### src/rtl/display_refresh_scheduler_pkg.sv
// Shared definitions for the display refresh scheduler: slot state encoding,
// default timing parameters and small state helpers.
package display_pkg;

    localparam int DEFAULT_PRESCALE     = 50000;
    localparam int DEFAULT_BLANK_CYCLES = 500;

    // Slot states; bit 1 doubles as the digit select, bit 0 marks a blanking gap.
    localparam logic [1:0] ST_ON0  = 2'd0;
    localparam logic [1:0] ST_GAP0 = 2'd1;
    localparam logic [1:0] ST_ON1  = 2'd2;
    localparam logic [1:0] ST_GAP1 = 2'd3;

    // Fixed cyclic order ON0 -> GAP0 -> ON1 -> GAP1 -> ON0 is a plain 2-bit increment.
    function automatic logic [1:0] next_slot(input logic [1:0] s);
        return s + 2'd1;
    endfunction

    function automatic logic is_gap(input logic [1:0] s);
        return s[0];
    endfunction

endpackage

### src/rtl/display_refresh_scheduler_if.sv
// Requester-side interface: byte handshake plus the display enable.
interface display_refresh_scheduler_if;
    logic       displayOn;
    logic       valueValid;
    logic [7:0] valueIn;
    logic       valueReady;

    modport master (output displayOn, output valueValid, output valueIn, input valueReady);
    modport slave  (input displayOn, input valueValid, input valueIn, output valueReady);
endinterface

### src/rtl/display_refresh_scheduler_slot_timer.sv
// Loadable saturating down-counter; done is high while the count sits at zero.
// The owner asserts load on reset, so no separate reset input is needed.
module slot_timer #(
    parameter int W = 8
) (
    input  logic         clk,
    input  logic         load_i,
    input  logic [W-1:0] load_val_i,
    output logic         done_o
);
    logic [W-1:0] cnt_q;
    logic [W-1:0] cnt_d;

    // Reload wins; otherwise count down and hold at zero (no wrap).
    always_comb begin
        cnt_d = cnt_q;
        if (load_i) begin
            cnt_d = load_val_i;
        end else if (cnt_q != '0) begin
            cnt_d = cnt_q - 1'b1;
        end
    end

    // Count register.
    always_ff @(posedge clk) begin
        cnt_q <= cnt_d;
    end

    assign done_o = (cnt_q == '0);
endmodule

### src/rtl/display_refresh_scheduler.sv
// Two-digit display refresh scheduler: sequences ON0/GAP0/ON1/GAP1 slots,
// buffers one requested byte and commits it only at the frame boundary.
module display_refresh_scheduler
    import display_pkg::*;
#(
    parameter int PRESCALE     = DEFAULT_PRESCALE,
    parameter int BLANK_CYCLES = DEFAULT_BLANK_CYCLES
) (
    input  logic                         clk,
    input  logic                         reset,
    display_refresh_scheduler_if.slave   req,
    output logic                         counter,
    output logic [3:0]                   segment2,
    output logic [3:0]                   segment1,
    output logic                         blank,
    output logic                         frameTick
);
    localparam int SLOT_MAX = (PRESCALE > BLANK_CYCLES) ? PRESCALE : BLANK_CYCLES;
    localparam int CW       = (SLOT_MAX > 1) ? $clog2(SLOT_MAX) : 1;
    // A slot of N cycles loads N-1 and transitions on the cycle the count hits zero.
    localparam logic [CW-1:0] ON_LOAD  = CW'(PRESCALE - 1);
    localparam logic [CW-1:0] GAP_LOAD = CW'(BLANK_CYCLES - 1);

    logic [1:0]    state_q, state_d;
    logic          slot_done, slot_load;
    logic [CW-1:0] slot_val;
    logic          blank_q, blank_d;
    logic          tick_q, tick_d;
    logic          ready_q, ready_d;
    logic          pend_full_q, pend_full_d;
    logic [7:0]    pend_q, pend_d;
    logic [7:0]    seg_q, seg_d;
    logic          frame_edge;

    slot_timer #(.W(CW)) u_slot_timer (
        .clk        (clk),
        .load_i     (slot_load),
        .load_val_i (slot_val),
        .done_o     (slot_done)
    );

    assign frame_edge = slot_done && (state_q == ST_GAP1);

    // Slot sequencing and timer reload; reset parks in GAP1 with a full blanking load.
    always_comb begin
        state_d = state_q;
        if (reset) begin
            state_d = ST_GAP1;
        end else if (slot_done) begin
            state_d = next_slot(state_q);
        end
        slot_load = reset || slot_done;
        slot_val  = is_gap(state_d) ? GAP_LOAD : ON_LOAD;
        blank_d   = is_gap(state_d) || !req.displayOn;
        tick_d    = !reset && frame_edge;
    end

    // One-deep buffer: commit at the GAP1->ON0 edge, otherwise accept when empty.
    // A commit needs a full buffer, which holds ready low, so the two never coincide.
    always_comb begin
        pend_d      = pend_q;
        pend_full_d = pend_full_q;
        seg_d       = seg_q;
        if (frame_edge && pend_full_q) begin
            seg_d       = pend_q;
            pend_full_d = 1'b0;
        end else if (req.valueValid && ready_q) begin
            pend_d      = req.valueIn;
            pend_full_d = 1'b1;
        end
        ready_d = !pend_full_d;
    end

    // State and output registers.
    always_ff @(posedge clk) begin
        if (reset) begin
            state_q     <= ST_GAP1;
            blank_q     <= 1'b1;
            tick_q      <= 1'b0;
            ready_q     <= 1'b1;
            pend_full_q <= 1'b0;
            pend_q      <= 8'h00;
            seg_q       <= 8'h00;
        end else begin
            state_q     <= state_d;
            blank_q     <= blank_d;
            tick_q      <= tick_d;
            ready_q     <= ready_d;
            pend_full_q <= pend_full_d;
            pend_q      <= pend_d;
            seg_q       <= seg_d;
        end
    end

    assign counter        = state_q[1];
    assign segment2       = seg_q[7:4];
    assign segment1       = seg_q[3:0];
    assign blank          = blank_q;
    assign frameTick      = tick_q;
    assign req.valueReady = ready_q;
endmodule

### src/flat_wrapper.sv
// flat-port wrapper written by rule: the top's interface ports become plain ports
module display_refresh_scheduler_flat import display_pkg::*;
#(
    parameter int PRESCALE     = DEFAULT_PRESCALE,
    parameter int BLANK_CYCLES = DEFAULT_BLANK_CYCLES
)
  (clk, reset, counter, segment2, segment1, blank, frameTick, req_displayOn, req_valueValid, req_valueIn, req_valueReady);
  display_refresh_scheduler_if req_i ();
  input  logic clk;
  input  logic reset;
  output logic counter;
  output logic [3:0] segment2;
  output logic [3:0] segment1;
  output logic blank;
  output logic frameTick;
  input wire logic [$bits(req_i.displayOn)-1:0] req_displayOn;
  input wire logic [$bits(req_i.valueValid)-1:0] req_valueValid;
  input wire logic [$bits(req_i.valueIn)-1:0] req_valueIn;
  output wire logic [$bits(req_i.valueReady)-1:0] req_valueReady;
  assign req_i.displayOn = req_displayOn;
  assign req_i.valueValid = req_valueValid;
  assign req_i.valueIn = req_valueIn;
  assign req_valueReady = req_i.valueReady;
  display_refresh_scheduler #(.PRESCALE(PRESCALE), .BLANK_CYCLES(BLANK_CYCLES)) u_core (.clk(clk), .reset(reset), .req(req_i), .counter(counter), .segment2(segment2), .segment1(segment1), .blank(blank), .frameTick(frameTick));
endmodule
### config.mk
export PLATFORM = sky130hd
export DESIGN_NAME = display_refresh_scheduler_flat
export DESIGN_NICKNAME = d
export VERILOG_FILES = /design/src/rtl/display_refresh_scheduler_pkg.sv /design/src/rtl/display_refresh_scheduler_if.sv /design/src/rtl/display_refresh_scheduler_slot_timer.sv /design/src/rtl/display_refresh_scheduler.sv /design/src/flat_wrapper.sv
export SDC_FILE = /design/constraint.sdc
export NUM_CORES = 1
export LEC_CHECK = 0
export BUFFER_PORTS_ARGS = -buffer_cell sky130_fd_sc_hd__buf_2
export CAP_MARGIN = 20
export CORE_AREA = 2 2 68 70
export DETAILED_ROUTE_END_ITERATION = 8
export DIE_AREA = 0 0 70 72
export GPL_TIMING_DRIVEN = 0
export SLEW_MARGIN = 20
export SYNTH_ARGS = -nofsm -noshare
export SYNTH_HDL_FRONTEND = slang
export SYNTH_HIERARCHICAL = 1
export SYNTH_SLANG_ARGS = --single-unit
### constraint.sdc
create_clock -name clk -period 3.2 [get_ports clk]
set_input_delay 0.16 -clock clk [delete_from_list [all_inputs] [get_ports clk]]
set_output_delay 0.16 -clock clk [all_outputs]
set_load 0.05 [all_outputs]
======== Word level (Yosys, flattened, before mapping) ========
Index checks and enable logic that the tools add are counted.
storage, ports and cells
  flip-flop bits (word level) ............. 38
  bits of input ports ..................... 12
operators by class
  bitwise logic cells ..................... 1
  reduce and logical (&&, ||, !) cells .... 13
  add/sub/neg operators ................... 2
  mux-type cells .......................... 7
  equal/unequal tests ..................... 1
operator list
  kind                                                                   number
  16-bit two-way mux                                                     3
  16-bit zero test                                                       1
  16-bit nonzero test                                                    1
  16-bit by 1-bit subtractor with 16-bit output (second input constant)  1
  1-bit logical AND                                                      4
  1-bit two-way mux                                                      4
  1-bit zero test                                                        3
  2-bit by 1-bit adder with 2-bit output (second input constant)         1
  2-bit equality test (second input constant)                            1
  1-bit logical OR                                                       2
  2-bit AND reduction                                                    1
  2-bit nonzero test                                                     1
  1-bit inverter                                                         1

======== Depth between registers and ports, before layout ========
  depth after elaboration ................. 5
  depth in mapped cells ................... 11
  gate-level depth less buffers ........... 10

======== By module ========
Netlist, hierarchy kept.
modules (own cells, without submodules)
  module                     area each (sq um)  cells an instance  instances
  slot_timer                 960.9              92                 1
  display_refresh_scheduler  892.1              95                 1

======== Least setup slack after synthesis ========
OpenSTA, ideal clock, no wires.
  path kind ............................... reg-to-reg
  start point ............................. register u_core.u_slot_timer.cnt_q[0]
  end point ............................... register u_core.u_slot_timer.cnt_q[0] (enable)
  cell stages (with the launch flop) ...... 10
  path slack .............................. 0.337 ns
  period minus slack after synthesis ...... 2.863 ns
  library setup time ...................... 0.375 ns
  path buffers ............................ 2
  data arrival time ....................... 2.488 ns
  data required time ...................... 2.825 ns
  cell sequence ........................... edfxtp_1 inv_1 ha_1 nor3b_2 nand3_1 nor4_1 buf_6 or2_2 clkbuf_1 nand2b_1
between the ends
  longest elaborated chain between the ends .. 3
  elaborated cells on any way between the ends .. 4
RTL lines
  what                          line                                        RTL
  start: declaration            display_refresh_scheduler_slot_timer.sv:11  logic [W-1:0] cnt_q;
  start signal: assignment      display_refresh_scheduler_slot_timer.sv:26  cnt_q <= cnt_d;
  16-bit zero test              display_refresh_scheduler_slot_timer.sv:29  assign done_o = (cnt_q == '0);
  net u_core.slot_done          display_refresh_scheduler.sv:25             logic slot_done, slot_load;
  1-bit logical OR              display_refresh_scheduler.sv:52             slot_load = reset || slot_done;
  net u_core.slot_load          display_refresh_scheduler.sv:25
  2-bit nonzero test (no line)  n/a
The timed path passes the listed nets, and every way through them passes these cells.
A chain may end at the register's enable or synchronous reset.

======== Final worst setup path ========
  start point ............................. register u_core.u_slot_timer.cnt_q[0]
  end point ............................... register u_core.u_slot_timer.cnt_q[8] (data pin)
between the ends
  longest elaborated chain between the ends .. 3
  elaborated cells on any way between the ends .. 5
RTL lines
  what                              line                                        RTL
  16-bit zero test                  display_refresh_scheduler_slot_timer.sv:29
  net u_core.slot_done              display_refresh_scheduler.sv:25
  1-bit logical OR                  display_refresh_scheduler.sv:52
  net u_core.slot_load              display_refresh_scheduler.sv:25
  16-bit two-way mux                display_refresh_scheduler_slot_timer.sv:17  if (load_i) begin
  net u_core.u_slot_timer.cnt_d[8]  display_refresh_scheduler_slot_timer.sv:12  logic [W-1:0] cnt_d;
The timed path passes the listed nets, and every way through them passes these cells. The select of a mux whose other input is x is not followed.

==> out/summary.json <==
{
  "timing.critical_path.fanout_max": {"value": 15},
  "num_rows": {"value": 24},
  "async_set_or_reset_register_ratio_after_synthesis": {"value": 0},
  "avgRoutedWirePerCell": {"value": 12.87, "unit": "um"},
  "grt_pass1_wl": {"value": 6.182, "unit": "mm"},
  "achievable-frequency": {"value": 0.3535, "unit": "GHz"},
  "netlist.top_cell.by_area": {"value": "edfxtp_1"},
  "cts.path.max_buffers": {"value": 2},
  "design.die.area": {"value": 5040, "unit": "um^2"},
  "dr.pass1.iters": {"value": 4},
  "cts_num_sinks": {"value": 38},
  "finalWeightedCongestion": {"value": 0.7161},
  "via_count": {"value": 1342},
  "synthCells": {"value": 187},
  "fin_crit_sh": {"value": 0.8841},
  "timing.critical_path.required": {"value": 3.23, "unit": "ns"},
  "dieWidth": {"value": 70, "unit": "um"},
  "synth-seq-cells": {"value": 38},
  "final_setup_vio_count": {"value": 0},
  "yosys.area.top_type_share": {"value": 0.2593},
  "path_clk_slew": {"value": 0.07, "unit": "ns"},
  "grt_setup_unrepaired": {"value": "false"},
  "drt-initial-drc-count": {"value": 67},
  "synth_compound_area_frac": {"value": 0.08103},
  "routed_wirelength": {"value": 3.538, "unit": "mm"},
  "total_of_buffers_placed_on_input_and_output_ports": {"value": 23},
  "cts_tree": {"value": "built"},
  "synth_sequential_area_ratio": {"value": 0.4970},
  "synth_enable_flop_cells": {"value": 16},
  "clock_latency": {"value": 0.29, "unit": "ns"},
  "ios": {"value": 24},
  "critPathCaptureType": {"value": "register"},
  "htreeDepth": {"value": 2},
  "post_synth_instance_area": {"value": 1853, "unit": "um^2"},
  "switching_power": {"value": 0.2504, "unit": "mW"},
  "synth-xor-area-share": {"value": 0.05672},
  "power.ir.vdd_worst": {"value": 0.2325, "unit": "mV"},
  "cts_root_buffer": {"value": "clkbuf_8"},
  "globalRouteOverflowTotal": {"value": 0},
  "ys.flop_type": {"value": "dfxtp_1"},
  "run_status": {"value": "finished clean"},
  "timing.max_cap.violations": {"value": 0},
  "pin_count_of_the_biggest_net_entering_global_routing": {"value": 17},
  "synthSimpleGateAreaFrac": {"value": 0.2627},
  "whs_path_depth": {"value": 2},
  "static_power_due_to_leakage": {"value": 0.8472, "unit": "nW"},
  "vias_per_cell": {"value": 4.880},
  "cts-hold-fix-buffers": {"value": 0},
  "antenna_violations_before_repair": {"value": 0},
  "post-cts-setup-buffers": {"value": 0},
  "global_route.usage.total": {"value": 0.1578},
  "synth.lib_cells_used.distinct": {"value": 36},
  "place_ws": {"value": -0.3848, "unit": "ns"},
  "final_cell_count_no_fill": {"value": 275},
  "seq_power_share": {"value": 0.562},
  "timing_hold_violations_final": {"value": 0},
  "drt_antenna_net_count": {"value": 0},
  "min_path_type": {"value": "in -> reg"},
  "area_growth": {"value": 16.95, "unit": "%"},
  "antenna-diode-count": {"value": 0},
  "worstPathArrival": {"value": 2.85, "unit": "ns"},
  "post_synth.cell_area_avg": {"value": 9.909, "unit": "um^2"},
  "numCtsBuffers": {"value": 5},
  "switching_share": {"value": 0.2476},
  "timing.setup.critical_path_class": {"value": "reg -> reg"},
  "vias_in_the_first_global_route": {"value": 1315},
  "depth_of_the_worst_register_to_register_path": {"value": 9},
  "synthAdderAreaFrac": {"value": 0.01350},
  "timing.final.ws_setup": {"value": 0.3708, "unit": "ns"},
  "final.fill_count": {"value": 428},
  "internal_power": {"value": 0.7607, "unit": "mW"},
  "design.core.area": {"value": 4264, "unit": "um^2"},
  "synth.area.mux_share": {"value": 0.04929},
  "worstSetupStartpointType": {"value": "register"},
  "detailedPlacementHpwl": {"value": 2.512, "unit": "mm"},
  "final_net_count": {"value": 236},
  "fin_crit": {"value": 2.829, "unit": "ns"},
  "yosysWarningCount": {"value": 6},
  "effective_utilization_at_floorplan": {"value": 0.4346},
  "numPlacedInstances": {"value": 268},
  "layout-drive-gt1-share": {"value": 0.2108},
  "route.detailed.drc": {"value": 0},
  "combinational_family_with_the_most_area_after_synthesis": {"value": "simple AND/OR/NAND/NOR gates"},
  "yosys-top-cells-area": {"value": "edfxtp_1 26%, dfxtp_1 24%, nand2b_1 7.1%, nand2_1 6.9%, mux2i_1 4.3%"},
  "power.share.combinational": {"value": 0.110},
  "finalClockSkew": {"value": 0.007184, "unit": "ns"},
  "cellPowerDensity": {"value": 466.6, "unit": "nW/um^2"},
  "final_max_slew_viol_count": {"value": 0},
  "p_clk_frac": {"value": 0.328},
  "fp.dieH": {"value": 72, "unit": "um"}
}
## critical path, cell delays in order (launching register included)
cell	delay, ns
edfxtp_1	0.46
inv_1	0.09
ha_1	0.19
nor3b_2	0.35
nand3_1	0.27
nor4_4	0.32
buf_6	0.19
or2_2	0.28
clkbuf_2	0.29
o21ai_0	0.14
## cells in the mapped netlist, types with 2 or more instances
cell / instances
nand2_1: 34
dfxtp_1: 22
nand2b_1: 21
edfxtp_1: 16
o21ai_0: 14
a21oi_1: 9
mux2i_1: 8
xor2_1: 7
clkbuf_1: 5
nor2_1: 5
xnor2_1: 5
inv_1: 4
nand3_1: 3
nor2b_1: 3
o31a_1: 3
buf_2: 2
buf_6: 2
conb_1: 2
ha_1: 2
nand4_1: 2
nor3_2: 2
nor4_1: 2
## registers in the layout, summed over array words and instances (netlist names)
name and flops:
u_core/blank 1, u_core/seg_q 8, u_core/pend_q 8, u_core/state_q 2, u_core/frameTick 1, u_core/req.valueReady 1
u_core/u_slot_timer/cnt_q 16, u_core/pend_full_q 1
## final timing paths
| path | from | endpoint | slack (ns) |
|---|---|---|---|
| min reg2reg | u_core/pend_q[6] | u_core/seg_q[6] | 0.45 |
| max reg2reg | u_core/u_slot_timer/cnt_q[0] | u_core/u_slot_timer/cnt_q[8] | 0.37 |
| max | u_core/u_slot_timer/cnt_q[0] | u_core/u_slot_timer/cnt_q[8] | 0.37 |
| min | req_displayOn | u_core/blank | 0.02 |
## layout make-up
cell class	instances	area (um^2)	share of cell area
Sequential cell	38	920.9	0.4249
Multi-Input combinational cell	142	910.9	0.4203
Timing Repair Buffer	23	115.1	0.05312
Clock buffer	6	82.58	0.03811
Tap cell	52	65.06	0.03002
Buffer	8	50.05	0.02309
Inverter	4	15.01	0.006928
Clock inverter	2	7.507	0.003464
## kinds of logic after synthesis
group | Yosys count
AND/OR/NAND/NOR | 84
AO/OA/AOI/OAI | 27
flip-flops | 38
other | 2
multiplexers | 9
XOR/XNOR | 12
adder cells (fa/ha/maj) | 2
buffers and inverters | 13
## through the flow
| stage | area, um^2 | util | TNS, ns | hold WS [ns] | total power [mW] |
|---|---|---|---|---|---|
| final | 2167 | 0.5082 | 0 | 0.02368 | 1.011 |
| after global routing | 2167 | 0.5082 | 0 | 0.01514 | 1.063 |
| after CTS | 2156 | 0.5056 | 0 | 0.01311 | 1.026 |
| after detailed placement | 2056 | 0.4821 | -6.151 | 0.3241 | 0.6904 |
| after global placement | 2056 | 0.4821 | -6.223 | 0.3217 | 0.6873 |
| after floorplan | 1876 | - | 0 | 0.2219 | 0.6589 |
## power groups by stage
| stage | combinational [mW] | clock, mW | sequential (mW) |
|---|---|---|---|
| 2_1_floorplan | 0.0823 | 0 | 0.577 |
| 3_3_place_gp | 0.110 | 0 | 0.577 |
| 3_5_place_dp | 0.112 | 0 | 0.579 |
| 4_1_cts | 0.112 | 0.346 | 0.568 |
| 5_1_grt | 0.126 | 0.364 | 0.573 |
| 6_report | 0.111 | 0.332 | 0.568 |
## repair_timing
action | CTS | global route
pin swaps | 0 | 0
setup endpoints to repair | 16 | 14
gates resized for setup | 3 | 5
## cell usage in the layout (no fill, tap or decap), types with 3 or more instances in the layout
master and instances:
buf_2 25, o31a_1 3, edfxtp_1 16, clkbuf_8 6, nand2_1 34, nand2b_1 20, nand3_1 3, dfxtp_1 22
o21ai_0 14, xnor2_1 5, nor2_1 5, nor2b_1 3, inv_1 4, a21oi_1 9, mux2i_1 8, conb_1 8
xor2_1 7
## metal layers
layer	GRT usage	vias up	share of wire
met3	0.05972	7	0.040
met2	0.2519	24	0.47
met1	0.1961	613	0.47
met5	0	-	0
met4	0.05983	0	0.018
li1	-	698	-
Note: power is estimated with default switching activity, not from simulation.
